**config.mk**
```make
export PLATFORM = sky130hd
export DESIGN_NAME = seg_display_scanner
export DESIGN_NICKNAME = d
export VERILOG_FILES = /design/src/rtl/seg_pkg.sv /design/src/rtl/scan_timer.sv /design/src/rtl/seg_display_scanner.sv
export SDC_FILE = /design/constraint.sdc
export NUM_CORES = 1
export LEC_CHECK = 0
export ABC_AREA = 1
export BUFFER_PORTS_ARGS = -buffer_cell sky130_fd_sc_hd__buf_2
export CAP_MARGIN = 20
export CORE_MARGIN = 2
export CORE_UTILIZATION = 59
export DETAILED_ROUTE_END_ITERATION = 6
export PLACE_DENSITY_LB_ADDON = 0.12
export SYNTH_ARGS = -nofsm -noshare
export SYNTH_HDL_FRONTEND = slang
export SYNTH_SLANG_ARGS = --single-unit
```
**constraint.sdc**
```tcl
create_clock -name clk -period 3.7 [get_ports clk]
set_clock_uncertainty 0.05 [all_clocks]
set_input_delay 0.74 -clock clk [delete_from_list [all_inputs] [get_ports clk]]
set_output_delay 0.74 -clock clk [all_outputs]
set_load 0.02 [all_outputs]
```
**src/rtl/seg_pkg.sv**
```systemverilog
// Shared constants, FSM encoding and anode helper for the 4-digit
// seven-segment scanner.
package seg_pkg;

    localparam int          NUM_DIGITS = 4;
    localparam logic [7:0]  SEG_BLANK  = 8'hFF;
    localparam logic [3:0]  AN_OFF     = 4'b1111;

    typedef enum logic [1:0] {
        ST_IDLE  = 2'd0,
        ST_BLANK = 2'd1,
        ST_SHOW  = 2'd2
    } scan_state_t;

    // Active-low one-hot anode pattern for a digit index.
    function automatic logic [3:0] an_select(input logic [1:0] idx);
        return ~(4'b0001 << idx);
    endfunction

endpackage

```
**src/rtl/scan_timer.sv**
```systemverilog
// Per-slot cycle counter. Counts 0..SCAN_DIV-1 while run is high and
// flags the last blanked cycle and the last cycle of the slot.
module scan_timer #(
    parameter int SCAN_DIV     = 100000,
    parameter int BLANK_CYCLES = 1000
) (
    input  logic clk,
    input  logic rst,
    input  logic run,
    output logic blank_done,
    output logic slot_done
);

    localparam int CNT_W = $clog2(SCAN_DIV);
    localparam logic [CNT_W-1:0] BLANK_LAST = CNT_W'(BLANK_CYCLES - 1);
    localparam logic [CNT_W-1:0] SLOT_LAST  = CNT_W'(SCAN_DIV - 1);

    logic [CNT_W-1:0] cnt;

    // Slot counter: held at 0 when stopped, wraps at the end of each slot.
    always_ff @(posedge clk or posedge rst) begin
        if (rst)
            cnt <= '0;
        else if (!run || cnt == SLOT_LAST)
            cnt <= '0;
        else
            cnt <= cnt + 1'b1;
    end

    // Strobes are gated by run so a stopped timer never advances the FSM.
    always_comb begin
        blank_done = run && (cnt == BLANK_LAST);
        slot_done  = run && (cnt == SLOT_LAST);
    end

endmodule

```
**src/rtl/seg_display_scanner.sv**
```systemverilog
// Multiplexed 4-digit seven-segment driver. Each digit gets a slot of
// SCAN_DIV cycles: BLANK_CYCLES of ghosting guard, then the digit shown.
// New patterns are staged in shadow registers and moved to the display
// registers only at a frame boundary so a frame never mixes old and new.
module seg_display_scanner
    import seg_pkg::*;
#(
    parameter int SCAN_DIV     = 100000,
    parameter int BLANK_CYCLES = 1000
) (
    input  logic       clk,
    input  logic       rst,
    input  logic       en,
    input  logic       load,
    input  logic [7:0] seg0,
    input  logic [7:0] seg1,
    input  logic [7:0] seg2,
    input  logic [7:0] seg3,
    output logic [3:0] an,
    output logic [7:0] seg,
    output logic       update_ack,
    output logic       frame_start
);

    scan_state_t state, state_n;
    logic [1:0]  idx, idx_n;
    logic        boundary;
    logic        run, blank_done, slot_done;
    logic        pending;

    logic [NUM_DIGITS-1:0][7:0] seg_in;
    logic [NUM_DIGITS-1:0][7:0] shadow;
    logic [NUM_DIGITS-1:0][7:0] display;

    assign seg_in = {seg3, seg2, seg1, seg0};

    // Timer only runs once a slot is in progress; IDLE keeps it at 0.
    assign run = en && (state != ST_IDLE);

    scan_timer #(
        .SCAN_DIV     (SCAN_DIV),
        .BLANK_CYCLES (BLANK_CYCLES)
    ) u_timer (
        .clk        (clk),
        .rst        (rst),
        .run        (run),
        .blank_done (blank_done),
        .slot_done  (slot_done)
    );

    // Next-state decode; boundary marks the edge that enters BLANK for digit 0.
    always_comb begin
        state_n  = state;
        idx_n    = idx;
        boundary = 1'b0;
        if (!en) begin
            state_n = ST_IDLE;
            idx_n   = 2'd0;
        end else begin
            case (state)
                ST_IDLE: begin
                    state_n  = ST_BLANK;
                    idx_n    = 2'd0;
                    boundary = 1'b1;
                end
                ST_BLANK: begin
                    if (blank_done)
                        state_n = ST_SHOW;
                end
                ST_SHOW: begin
                    if (slot_done) begin
                        state_n  = ST_BLANK;
                        idx_n    = idx + 2'd1;
                        boundary = (idx == 2'd3);
                    end
                end
                default: begin
                    state_n = ST_IDLE;
                    idx_n   = 2'd0;
                end
            endcase
        end
    end

    // State, pattern staging and registered outputs. Outputs are loaded
    // from the next-state decode so they settle on the edge the state moves.
    always_ff @(posedge clk or posedge rst) begin
        if (rst) begin
            state       <= ST_IDLE;
            idx         <= 2'd0;
            pending     <= 1'b0;
            shadow      <= {NUM_DIGITS{SEG_BLANK}};
            display     <= {NUM_DIGITS{SEG_BLANK}};
            an          <= AN_OFF;
            seg         <= SEG_BLANK;
            update_ack  <= 1'b0;
            frame_start <= 1'b0;
        end else begin
            state       <= state_n;
            idx         <= idx_n;
            frame_start <= boundary;
            update_ack  <= 1'b0;

            // A load landing on the boundary bypasses the shadow stage.
            if (load && boundary) begin
                shadow     <= seg_in;
                display    <= seg_in;
                pending    <= 1'b0;
                update_ack <= 1'b1;
            end else if (boundary && pending) begin
                display    <= shadow;
                pending    <= 1'b0;
                update_ack <= 1'b1;
            end else if (load) begin
                shadow  <= seg_in;
                pending <= 1'b1;
            end

            if (state_n == ST_SHOW) begin
                an  <= an_select(idx_n);
                seg <= display[idx_n];
            end else begin
                an  <= AN_OFF;
                seg <= SEG_BLANK;
            end
        end
    end

endmodule

```
==> results of run 1 <==
registers in the layout (all words and copies together) (netlist names):
name         count
frame_start      1
u_timer.cnt     17
shadow          32
display         32
seg              8
update_ack       1
pending          1
state            2
idx              2
an               4
power by group:
group / switching [W] / internal, W
Sequential: 0.0000647 / 0.00127
Clock: 0.000370 / 0.000462
Combinational: 0.000180 / 0.000103
Total: 0.000615 / 0.00183
routing by layer:
metal | wire, um | part of all wire, %
met1 | 4790 | 46
met2 | 5070 | 48
met3 | 499 | 4.7
met4 | 162 | 1.5
met5 | 0 | 0
stage by stage:
step | hold WS, ps | worst slack (ps)
floorplan | 394 | 417
finish | 417 | 1000
global placement | 401 | 833
CTS | 418 | 1030
global route | 433 | 723
detailed placement | 403 | 788
worst max-delay path by stage:
stage	start	to	slack (ps)	cells after the start
3_3_place_gp	load	display[5]$_DFFE_PP1P_	830	5
6_report	state[0]$_DFF_PP0_	seg[1]$_DFF_PP1_	1000	12
5_1_grt	state[1]$_DFF_PP0_	seg[1]$_DFF_PP1_	720	12
4_1_cts	state[0]$_DFF_PP0_	seg[1]$_DFF_PP1_	1030	12
2_1_floorplan	rst	frame_start$_DFF_PP0_	420	1
3_5_place_dp	load	display[10]$_DFFE_PP1P_	790	5
logic make-up after synthesis:
kind of cell / share of synthesized area [%]
buffers and inverters: 5.64
XOR/XNOR: 0.366
AO/OA/AOI/OAI: 2.82
adder cells (fa/ha/maj): 1.83
AND/OR/NAND/NOR: 35.2
flip-flops: 54.2
worst max-delay path, delay by kind of cell, from the launching register on:
family                   cells  cell delay (ps)
AND/OR/NAND/NOR              4              540
AO/OA/AOI/OAI                2              480
buffers and inverters        5              880
adder cells (fa/ha/maj)      1              200
flip-flops                   1              430
final cells by class:
| cell class | instances | area [um2] | area share, % |
|---|---|---|---|
| Timing Repair Buffer | 54 | 315 | 5.90 |
| Sequential cell | 100 | 2600 | 48.6 |
| Inverter | 33 | 125 | 2.34 |
| Clock buffer | 12 | 176 | 3.30 |
| Multi-Input combinational cell | 415 | 1930 | 36.1 |
| Clock inverter | 4 | 76.3 | 1.43 |
| Tap cell | 102 | 128 | 2.39 |
cell usage in the layout, fill, tap and decap left out, drive strengths merged, types with 3 or more instances in the layout:
cell type / synthesis / routed
nand2: 240 / 240
nand3: 105 / 105
dfstp: 76 / 76
buf: 14 / 54
inv: 31 / 31
dfrtp: 24 / 24
nor2: 23 / 23
clkbuf: 11 / 12
a21oi: 10 / 10
nor3: 10 / 10
ha: 7 / 7
o21ai: 7 / 7
clkinv: 2 / 3
==> load_flow_metrics.sql, run 1 <==
INSERT INTO impl_metrics (metric_group, metric, value, unit) VALUES
('power_and_ir_drop', 'vdd.ir_drop.worst', '0.252', 'mV'),
('die', 'dieHeight', '94.1', 'um'),
('synthesis', 'post_synth.cell_area_avg', '8.37', 'um2'),
('worst_setup_path', 'timing.critical_path.to_type', 'flip-flop', ''),
('timing', 'worst-slew-pin-transition', '768', 'ps'),
('timing', 'max_freq', '371', 'MHz'),
('clock_tree', 'clock-sinks', '100', ''),
('die', 'fp.dieW', '94.1', 'um'),
('min_path', 'hold_start', 'shadow[4]$_DFFE_PP1P_', ''),
('detailed_routing', 'avgViaCountPerCell', '5.45', ''),
('synthesis', 'synth_top_area_share', '41.7', '%'),
('clock_tree', 'tritoncts', 'built', ''),
('clock_tree', 'path_clk_slew', '90', 'ps'),
('timing', 'rsz0062_at_grt', 'false', ''),
('global_routing', 'grt_use_met2', '41.5', '%'),
('clock_tree', 'cts_setup_buffers', '0', ''),
('clock_tree', 'cts_inserted_buffers', '9', ''),
('timing', 'hold_viol_final', '0', ''),
('clock_tree', 'clk_latency', '360', 'ps'),
('placed_design', 'io_buffers', '49', ''),
('clock_tree', 'cts.root.buffer_cell', 'sky130_fd_sc_hd__clkbuf_8', ''),
('synthesis', 'synth.cell_area', '0.00479', 'mm2'),
('final_layout', 'final_core_utilization', '68.5', '%'),
('global_routing', 'grt-ovfl-total', '0', ''),
('synthesis', 'synth_seq_area_share', '54.2', '%'),
('final_layout', 'num-fill-cells', '646', ''),
('final_layout', 'antenna_cells_inserted', '0', ''),
('power_and_ir_drop', 'final_total_pwr', '0.00245', 'W'),
('placed_design', 'place.gp.congestion', '0.832', ''),
('detailed_routing', 'detailroute.via_count', '3922', ''),
('die', 'design.portCount', '50', ''),
('clock_tree', 'max-clock-path-buffers', '2', ''),
('worst_setup_path', 'reg2reg_slack', '1000', 'ps'),
('synthesis', 'mappedNetlistNets', '616', ''),
('outcome', 'status', 'finished, final reports clean', ''),
('die', 'coreArea', '0.00781', 'mm2'),
('min_path', 'hold_crit_class', 'reg2reg', ''),
('die', 'rows', '32', ''),
('worst_setup_path', 'rr_startpoint', 'state[0]$_DFF_PP0_', ''),
('worst_setup_path', 'critPathMaxStageDelay', '430', 'ps'),
('global_routing', 'groute.layer.met1.usage', '35.7', '%'),
('synthesis', 'number_of_enable_type_register_cells_in_the_synthesized_netlist', '0', ''),
('detailed_routing', 'wirelength', '10500', 'um'),
('synthesis', 'post-synth-top-count-cell', 'sky130_fd_sc_hd__nand2_1', ''),
('global_routing', 'grt_max_degree', '65', ''),
('synthesis', 'async_reset_ff_share', '100', '%'),
('synthesis', 'synth_top_cells_by_count', 'sky130_fd_sc_hd__nand2_1, sky130_fd_sc_hd__nand3_1, sky130_fd_sc_hd__dfstp_2, sky130_fd_sc_hd__inv_1, sky130_fd_sc_hd__dfrtp_1', ''),
('detailed_routing', 'drcViolationCount', '0', ''),
('timing', 'final.min_clock_period', '2700', 'ps'),
('synthesis', 'ys.warnings.count', '0', ''),
('global_routing', 'antenna_found_initial', '0', ''),
('detailed_routing', 'ant_nets', '0', ''),
('worst_setup_path', 'crit_path_frequent_cell', 'sky130_fd_sc_hd__inv_1', ''),
('worst_setup_path', 'worst-path-max-fanout', '12', ''),
('worst_setup_path', 'crit_slowest_cell', 'sky130_fd_sc_hd__dfrtp_1', ''),
('synthesis', 'netlist-cell-type-count', '36', ''),
('clock_tree', 'ctsResizeCount', '0', ''),
('final_layout', 'layout.cells.non_filler', '720', ''),
('synthesis', 'synth_top_cells_by_area', 'sky130_fd_sc_hd__dfstp_2, sky130_fd_sc_hd__nand2_1, sky130_fd_sc_hd__dfrtp_1', ''),
('power_and_ir_drop', 'pwr_density_cell', '458', 'mW/mm2'),
('worst_setup_path', 'worst_ep_required_time', '3880', 'ps'),
('synthesis', 'syn-instance-count', '573', ''),
('worst_setup_path', 'critical_path.cell_chain', 'inv_1, ha_1, inv_1, nand2_1, inv_1, nand3_2, inv_1, o21bai_1, a21oi_2, clkinv_1, nand2_1, nand3_1', ''),
('worst_setup_path', 'worstSetupStartpointType', 'flip-flop', ''),
('synthesis', 'postSynth.topFlopCell', 'sky130_fd_sc_hd__dfstp_2', ''),
('worst_setup_path', 'cp_data_arrival_time', '2880', 'ps'),
('placed_design', 'dp.final_hpwl', '7010', 'um'),
('final_layout', 'synthToLayoutAreaGrowth', '11.5', '%'),
('global_routing', 'grtUsageMet3', '5.06', '%'),
('clock_tree', 'ctsHtreeMaxLevel', '3', ''),
('timing', 'setup-tns-final', '0', 'ps');
No activity file was read; power rests on OpenSTA's default activity.
==> inputs of run 2 (changes only) <==
Settings changed: ABC_AREA 1 to 0, CORE_UTILIZATION 59 to 53.
Clock period 3.7 ns to 2.45 ns, I/O delays scaled along.
==> load_flow_metrics.sql, run 2 <==
INSERT INTO impl_metrics (metric_group, metric, value, unit) VALUES
('placed_design', 'dp.final_hpwl', '6530', 'um'),
('power_and_ir_drop', 'switching_share', '25.1', '%'),
('power_and_ir_drop', 'pwr_density_cell', '667', 'mW/mm2'),
('final_layout', 'final_core_utilization', '62.8', '%'),
('timing', 'max_freq', '431', 'MHz'),
('timing', 'min_period_over_period', '94.8', '%'),
('placed_design', 'preCtsSetupSlack', '60.0', 'ps'),
('flow_run', 'drv.max_cap_violation_count', '0', ''),
('synthesis', 'number_of_enable_type_register_cells_in_the_synthesized_netlist', '0', ''),
('synthesis', 'post-synth-top-count-cell', 'sky130_fd_sc_hd__dfstp_2', ''),
('die', 'design.die.area', '0.00984', 'mm2'),
('detailed_routing', 'drt_pass1_iterations', '4', ''),
('detailed_routing', 'drcViolationCount', '0', ''),
('clock_tree', 'clock-sinks', '100', ''),
('synthesis', 'async_reset_ff_share', '100', '%'),
('synthesis', 'synth_seq_cells', '100', ''),
('power_and_ir_drop', 'internal_power', '0.00275', 'W'),
('die', 'design.portCount', '50', ''),
('die', 'dieHeight', '99.2', 'um'),
('min_path', 'hold_crit_class', 'in2async', ''),
('synthesis', 'synth.cell_area', '0.00480', 'mm2'),
('synthesis', 'netlist-cell-type-count', '49', ''),
('worst_setup_path', 'worstSetupPathType', 'reg2reg', ''),
('power_and_ir_drop', 'static-leakage-power', '2.17', 'nW'),
('synthesis', 'ys.warnings.count', '0', ''),
('global_routing', 'grt-ovfl-total', '0', ''),
('global_routing', 'grt_max_degree', '101', ''),
('timing', 'layout_setup_ws', '127', 'ps'),
('detailed_routing', 'dr.first_iter.drc_count', '192', ''),
('synthesis', 'synth_seq_area_share', '54.1', '%'),
('final_layout', 'nets_final', '497', ''),
('global_routing', 'antenna_found_initial', '0', ''),
('power_and_ir_drop', 'net-switching-power', '0.000923', 'W'),
('synthesis', 'synth_top_area_share', '41.6', '%'),
('worst_setup_path', 'worst_ep_required_time', '2690', 'ps'),
('placed_design', 'io_buffers', '49', ''),
('timing', 'rsz0062_at_grt', 'true', ''),
('synthesis', 'post_synth.cell_area_avg', '12.0', 'um2'),
('worst_setup_path', 'worst-path-max-fanout', '21', ''),
('final_layout', 'most-common-layout-cells', 'sky130_fd_sc_hd__dfstp_2, sky130_fd_sc_hd__buf_2, sky130_fd_sc_hd__a22oi_1, sky130_fd_sc_hd__mux2_2, sky130_fd_sc_hd__o2bb2ai_1', ''),
('die', 'coreArea', '0.00876', 'mm2'),
('clock_tree', 'path_clk_slew', '100', 'ps'),
('timing', 'hold_viol_final', '0', ''),
('outcome', 'status', 'finished, final reports clean', ''),
('clock_tree', 'cts_inserted_buffers', '9', ''),
('worst_setup_path', 'rr_startpoint', 'u_timer.cnt[0]$_DFF_PP0_', ''),
('synthesis', 'netlist.top_cell.by_area', 'sky130_fd_sc_hd__dfstp_2', ''),
('clock_tree', 'clk_latency', '370', 'ps'),
('power_and_ir_drop', 'final_total_pwr', '0.00368', 'W'),
('timing', 'worst-slew-pin-transition', '611', 'ps'),
('detailed_routing', 'avgViaCountPerCell', '5.90', ''),
('global_routing', 'groute.usage.overall', '20.7', '%'),
('synthesis', 'mappedNetlistNets', '443', ''),
('final_layout', 'antenna_cells_inserted', '0', ''),
('synthesis', 'synth_top_cells_by_count', 'sky130_fd_sc_hd__dfstp_2, sky130_fd_sc_hd__mux2_2, sky130_fd_sc_hd__a22oi_1, sky130_fd_sc_hd__o2bb2ai_1, sky130_fd_sc_hd__nor2_1', ''),
('die', 'initial_core_util', '54.8', '%'),
('synthesis', 'synth_top_cells_by_area', 'sky130_fd_sc_hd__dfstp_2, sky130_fd_sc_hd__dfrtp_1, sky130_fd_sc_hd__mux2_2', ''),
('clock_tree', 'cts.root.buffer_cell', 'sky130_fd_sc_hd__clkbuf_8', ''),
('clock_tree', 'max-clock-path-buffers', '2', ''),
('die', 'fp.dieW', '99.2', 'um'),
('worst_setup_path', 'worst_setup_path_startpoint', 'u_timer.cnt[0]$_DFF_PP0_', ''),
('worst_setup_path', 'worstSetupStartpointType', 'flip-flop', ''),
('final_layout', 'commonest_non_fill_non_tap_cell_in_the_layout', 'sky130_fd_sc_hd__dfstp_2', ''),
('timing', 'drv_slew', '0', ''),
('timing', 'setup_viol', '0', ''),
('power_and_ir_drop', 'clockPowerShare', '31.9', '%'),
('timing', 'final.min_clock_period', '2320', 'ps'),
('detailed_routing', 'wl_per_cell', '17.2', 'um'),
('worst_setup_path', 'cp_data_arrival_time', '2560', 'ps'),
('placed_design', 'place.gp.congestion', '0.836', ''),
('detailed_routing', 'wirelength', '9780', 'um'),
('synthesis', 'syn-instance-count', '400', ''),
('power_and_ir_drop', 'power_frac_seq', '55.6', '%'),
('detailed_routing', 'ant_nets', '0', ''),
('final_layout', 'layout_cells_sized_above_1', '47.1', '%'),
('die', 'rows', '34', ''),
('final_layout', 'synthToLayoutAreaGrowth', '14.6', '%'),
('power_and_ir_drop', 'combPwrFrac', '12.5', '%'),
('timing', 'setup-tns-final', '0', 'ps'),
('global_routing', 'grt_first_pass_wirelength', '16300', 'um'),
('power_and_ir_drop', 'vdd.ir_drop.worst', '0.495', 'mV'),
('timing', 'max-slew-margin-rel', '59.2', '%'),
('synthesis', 'postSynth.topFlopCell', 'sky130_fd_sc_hd__dfstp_2', ''),
('worst_setup_path', 'timing.critical_path.to_type', 'flip-flop', ''),
('detailed_routing', 'detailroute.via_count', '3346', ''),
('clock_tree', 'hold_buffers', '0', ''),
('global_routing', 'first_global_vias', '3301', ''),
('clock_tree', 'ctsHtreeMaxLevel', '3', ''),
('clock_tree', 'tritoncts', 'built', ''),
('final_layout', 'leading_registers_by_flop_count', 'display: 32 flops, shadow: 32 flops, u_timer.cnt: 17 flops', '');
[run 2: cell count changes after synthesis, sizes merged, moves of 7 or more]
cell,delta
nand3,-85
xor2,+7
and3,+12
and4,+9
a21oi,-9
a221oi,+8
nor3,-10
a22oi,+32
mux2,+33
nand2,-229
o21ai,+16
o2bb2ai,+28
inv,-22
[run 2: what timing repair did]
action	4_1_cts	5_1_grt
setup buffers	0	2
resized for setup	0	11
endpoints found under the setup margin	0	34
endpoints found under the hold margin	0	0
[run 2: final timing paths]
| kind | to | slack (ps) | depth (start not counted) |
|---|---|---|---|
| setup / recovery | display[5]$_DFFE_PP1P_ | 130 | 10 |
| hold / removal | u_timer.cnt[1]$_DFF_PP0_ | 210 | 3 |
| setup reg to reg | display[5]$_DFFE_PP1P_ | 130 | 10 |
| hold reg to reg | display[21]$_DFFE_PP1P_ | 440 | 1 |
| max in group asynchronous | seg[7]$_DFF_PP1_ | 1730 | 3 |
| min in group clk | shadow[11]$_DFFE_PP1P_ | 310 | 2 |
[run 2: cells by family after synthesis]
logic type                 count (synthesis)  synth area share [%]
DFF                                      100                  54.1
muxes                                     34                  7.94
AOI/OAI and AO/OA                        103                  16.8
adders and majority gates                  7                  1.82
and+or+nand+nor                          107                  13.4
buffers and inverters                     34                  3.20
xor gates and xnor gates                  15                  2.73
[run 2: worst max-delay path, stage by stage, from the launching register on]
cell and delay, ps:
sky130_fd_sc_hd__dfrtp_2 430, sky130_fd_sc_hd__ha_1 240, sky130_fd_sc_hd__nand2_1 120, sky130_fd_sc_hd__nor4_4 250, sky130_fd_sc_hd__buf_4 190, sky130_fd_sc_hd__a41o_1 210
sky130_fd_sc_hd__nand2_2 70, sky130_fd_sc_hd__inv_2 120, sky130_fd_sc_hd__o21ai_2 200, sky130_fd_sc_hd__buf_16 230, sky130_fd_sc_hd__o2bb2ai_1 130
[run 2: cell type report]
cell class                 count  area, um2
multi-input combinational    266       2090
timing repair buffer          68        424
clock buffer                  10        128
fill                         729       3260
clock inverter                 6       93.8
sequential                   100       2600
inverter                       9       37.5
tap                          108        135
[run 2: through the flow]
| stage | cell area [um2] | hold slack (ps) | std cells |
|---|---|---|---|
| floorplan | 4810 | 412 | 400 |
| global placement | 5210 | 420 | 548 |
| detailed placement | 5240 | 424 | 549 |
| CTS | 5460 | 231 | 565 |
| global route | 5510 | 274 | 567 |
| finish | 5510 | 213 | 567 |
[run 2: power groups by stage]
stage	clock (W)	combinational [W]	sequential, W
CTS	0.00120	0.000463	0.00204
global route	0.00124	0.000514	0.00207
floorplan	0	0.000342	0.00202
global placement	0	0.000441	0.00207
detailed placement	0	0.000462	0.00207
finish	0.00117	0.000460	0.00204
[run 2: routing by layer]
metal  GRT usage (%)  vias to the layer above  share of wire, %
met3            4.43                       16               2.9
met4            6.01                        0               1.3
met5               0                        -                 0
met2            34.4                       55                48
li1                -                     1616                 -
met1            27.6                     1659                48
==> inputs of run 3 (changes only) <==
Settings changed: CORE_UTILIZATION 53 to 36.
==> load_flow_metrics.sql, run 3 (synthesized netlist as in run 2, its figures left out) <==
INSERT INTO impl_metrics (metric_group, metric, value, unit) VALUES
('final_layout', 'layout_cells_sized_above_1', '46.2', '%'),
('timing', 'min_period_over_period', '93.6', '%'),
('power_and_ir_drop', 'static-leakage-power', '2.21', 'nW'),
('worst_setup_path', 'worstSetupPathType', 'reg2reg', ''),
('timing', 'worst-slew-pin-transition', '729', 'ps'),
('final_layout', 'synthToLayoutAreaGrowth', '18.0', '%'),
('worst_setup_path', 'crit_cells', '8', ''),
('worst_setup_path', 'rr_startpoint', 'state[0]$_DFF_PP0_', ''),
('die', 'fp.dieW', '120', 'um'),
('worst_setup_path', 'worst_setup_path_startpoint', 'state[0]$_DFF_PP0_', ''),
('timing', 'drv_slew', '0', ''),
('placed_design', 'dp.final_hpwl', '7840', 'um'),
('clock_tree', 'hold_buffers', '0', ''),
('placed_design', 'cell_count_after_placement', '620', ''),
('final_layout', 'antenna_cells_inserted', '0', ''),
('timing', 'hold_viol_final', '0', ''),
('global_routing', 'grt_first_pass_wirelength', '18800', 'um'),
('worst_setup_path', 'critical_path.reg2reg.endpoint', 'seg[6]$_DFF_PP1_', ''),
('clock_tree', 'path_clk_slew', '70', 'ps'),
('detailed_routing', 'drt_pass1_iterations', '4', ''),
('timing', 'setup_viol', '0', ''),
('global_routing', 'groute.usage.overall', '16.8', '%'),
('die', 'dieHeight', '120', 'um'),
('global_routing', 'grt-ovfl-total', '0', ''),
('clock_tree', 'cts_inserted_buffers', '9', ''),
('timing', 'setup-tns-final', '0', 'ps'),
('detailed_routing', 'drcViolationCount', '0', ''),
('worst_setup_path', 'critPathMaxStageDelay', '410', 'ps'),
('global_routing', 'first_global_vias', '3503', ''),
('outcome', 'status', 'finished, final reports clean', ''),
('placed_design', 'preCtsSetupSlack', '79.8', 'ps'),
('timing', 'max_freq', '436', 'MHz'),
('placed_design', 'io_buffers', '49', ''),
('worst_setup_path', 'critPathTopFamily', 'simple AND/OR/NAND/NOR gates', ''),
('detailed_routing', 'dr.first_iter.drc_count', '189', ''),
('global_routing', 'antenna_found_initial', '0', ''),
('global_routing', 'grt_max_degree', '53', ''),
('min_path', 'hold_crit_class', 'in2async', ''),
('worst_setup_path', 'worstSetupEndpoint', 'seg[6]$_DFF_PP1_', ''),
('flow_run', 'drv.max_cap_violation_count', '0', ''),
('die', 'design.portCount', '50', ''),
('worst_setup_path', 'timing.critical_path.to_type', 'flip-flop', ''),
('worst_setup_path', 'worst-path-max-fanout', '16', ''),
('worst_setup_path', 'crit_slowest_cell', 'sky130_fd_sc_hd__mux2_2', ''),
('detailed_routing', 'avgViaCountPerCell', '5.29', ''),
('clock_tree', 'clk_latency', '350', 'ps'),
('detailed_routing', 'detailroute.via_count', '3370', ''),
('die', 'design.die.area', '0.0143', 'mm2'),
('final_layout', 'nets_final', '499', ''),
('timing', 'final.min_clock_period', '2290', 'ps'),
('worst_setup_path', 'critical_path.cell_chain', 'inv_1, ha_1, and4b_1, nand3_1, mux2_2, and3_1, a221oi_2, o21ai_1', ''),
('worst_setup_path', 'cp_data_arrival_time', '2510', 'ps'),
('detailed_routing', 'wl_per_cell', '17.6', 'um'),
('clock_tree', 'ctsHtreeMaxLevel', '3', ''),
('final_layout', 'commonest_non_fill_non_tap_cell_in_the_layout', 'sky130_fd_sc_hd__dfstp_2', ''),
('worst_setup_path', 'rr_worst_depth', '8', ''),
('clock_tree', 'max-clock-path-buffers', '2', ''),
('power_and_ir_drop', 'pwr_density_cell', '689', 'mW/mm2'),
('timing', 'max-slew-margin-rel', '51.3', '%'),
('power_and_ir_drop', 'vdd.ir_drop.worst', '0.425', 'mV'),
('timing', 'layout_setup_ws', '157', 'ps'),
('worst_setup_path', 'worstSetupStartpointType', 'flip-flop', ''),
('die', 'coreArea', '0.0131', 'mm2'),
('timing', 'rsz0062_at_grt', 'true', ''),
('worst_setup_path', 'cp_num_buf_inv', '1', ''),
('worst_setup_path', 'worst_ep_required_time', '2670', 'ps'),
('final_layout', 'layout.cells.non_filler', '637', ''),
('die', 'initial_core_util', '36.6', '%'),
('final_layout', 'leading_registers_by_flop_count', 'display: 32 flops, shadow: 32 flops, u_timer.cnt: 17 flops', ''),
('final_layout', 'most-common-layout-cells', 'sky130_fd_sc_hd__dfstp_2, sky130_fd_sc_hd__buf_2, sky130_fd_sc_hd__mux2_2', ''),
('clock_tree', 'cts.root.buffer_cell', 'sky130_fd_sc_hd__clkbuf_16', ''),
('detailed_routing', 'wirelength', '11200', 'um'),
('placed_design', 'place.gp.congestion', '0.833', ''),
('die', 'rows', '42', ''),
('clock_tree', 'clock-sinks', '100', ''),
('worst_setup_path', 'reg2reg_slack', '160', 'ps'),
('detailed_routing', 'ant_nets', '0', ''),
('clock_tree', 'tritoncts', 'built', '');
## run 3: area by class of cell
class | instances | area [um2]
multi-input cells | 266 | 2070
well taps | 176 | 220
repair buffers | 70 | 448
clock buffers | 14 | 275
flip-flops and latches | 100 | 2600
clock inverters | 2 | 17.5
fillers | 1269 | 7470
inverters | 9 | 37.5
## run 3: power breakdown
group	switching (W)	total [W]	leakage (nW)	internal, W
clock	0.000606	0.00139	0.142	0.000784
sequential	0.000117	0.00205	1.13	0.00194
combinational	0.000229	0.000463	0.944	0.000233
## run 3: metrics by stage
step | cell area [um2] | total power [W] | hold slack (ps) | util [%]
after floorplan | 4810 | 0.00237 | 412 | -
after global placement | 5350 | 0.00253 | 422 | 40.7
after detailed placement | 5360 | 0.00255 | 425 | 40.8
after CTS | 5650 | 0.00397 | 227 | 43.0
after global routing | 5670 | 0.00411 | 249 | 43.2
final | 5670 | 0.00391 | 212 | 43.2
## run 3: repair_timing
item / 4_1_cts / 5_1_grt
endpoints found under the setup margin: 0 / 10
buffers inserted: 0 / 1
gates resized for setup: 0 / 4
## run 3: worst min path at each step
stage | end | depth (start not counted)
2_1_floorplan | display[16]$_DFFE_PP1P_ | 1
3_3_place_gp | display[10]$_DFFE_PP1P_ | 1
3_5_place_dp | display[8]$_DFFE_PP1P_ | 1
4_1_cts | u_timer.cnt[3]$_DFF_PP0_ | 2
5_1_grt | u_timer.cnt[3]$_DFF_PP0_ | 2
6_report | u_timer.cnt[9]$_DFF_PP0_ | 2
## run 3: metal layers
metal  vias up  routed length (um)  global-route usage, %
met5         -                   0                      0
met4         0                 190                   5.22
met3        14                 323                   4.61
met2        39                5510                   27.7
met1      1699                5210                   21.7
li1       1618                   -                      -
## run 3: worst register-to-register path: cells and delay by family, from the launching register on
kind,cells,cell delay (ps)
buffers and inverters,1,90
DFF,1,400
muxes,1,410
and+or+nand+nor,3,570
AOI/OAI and AO/OA,2,310
adders and majority gates,1,400
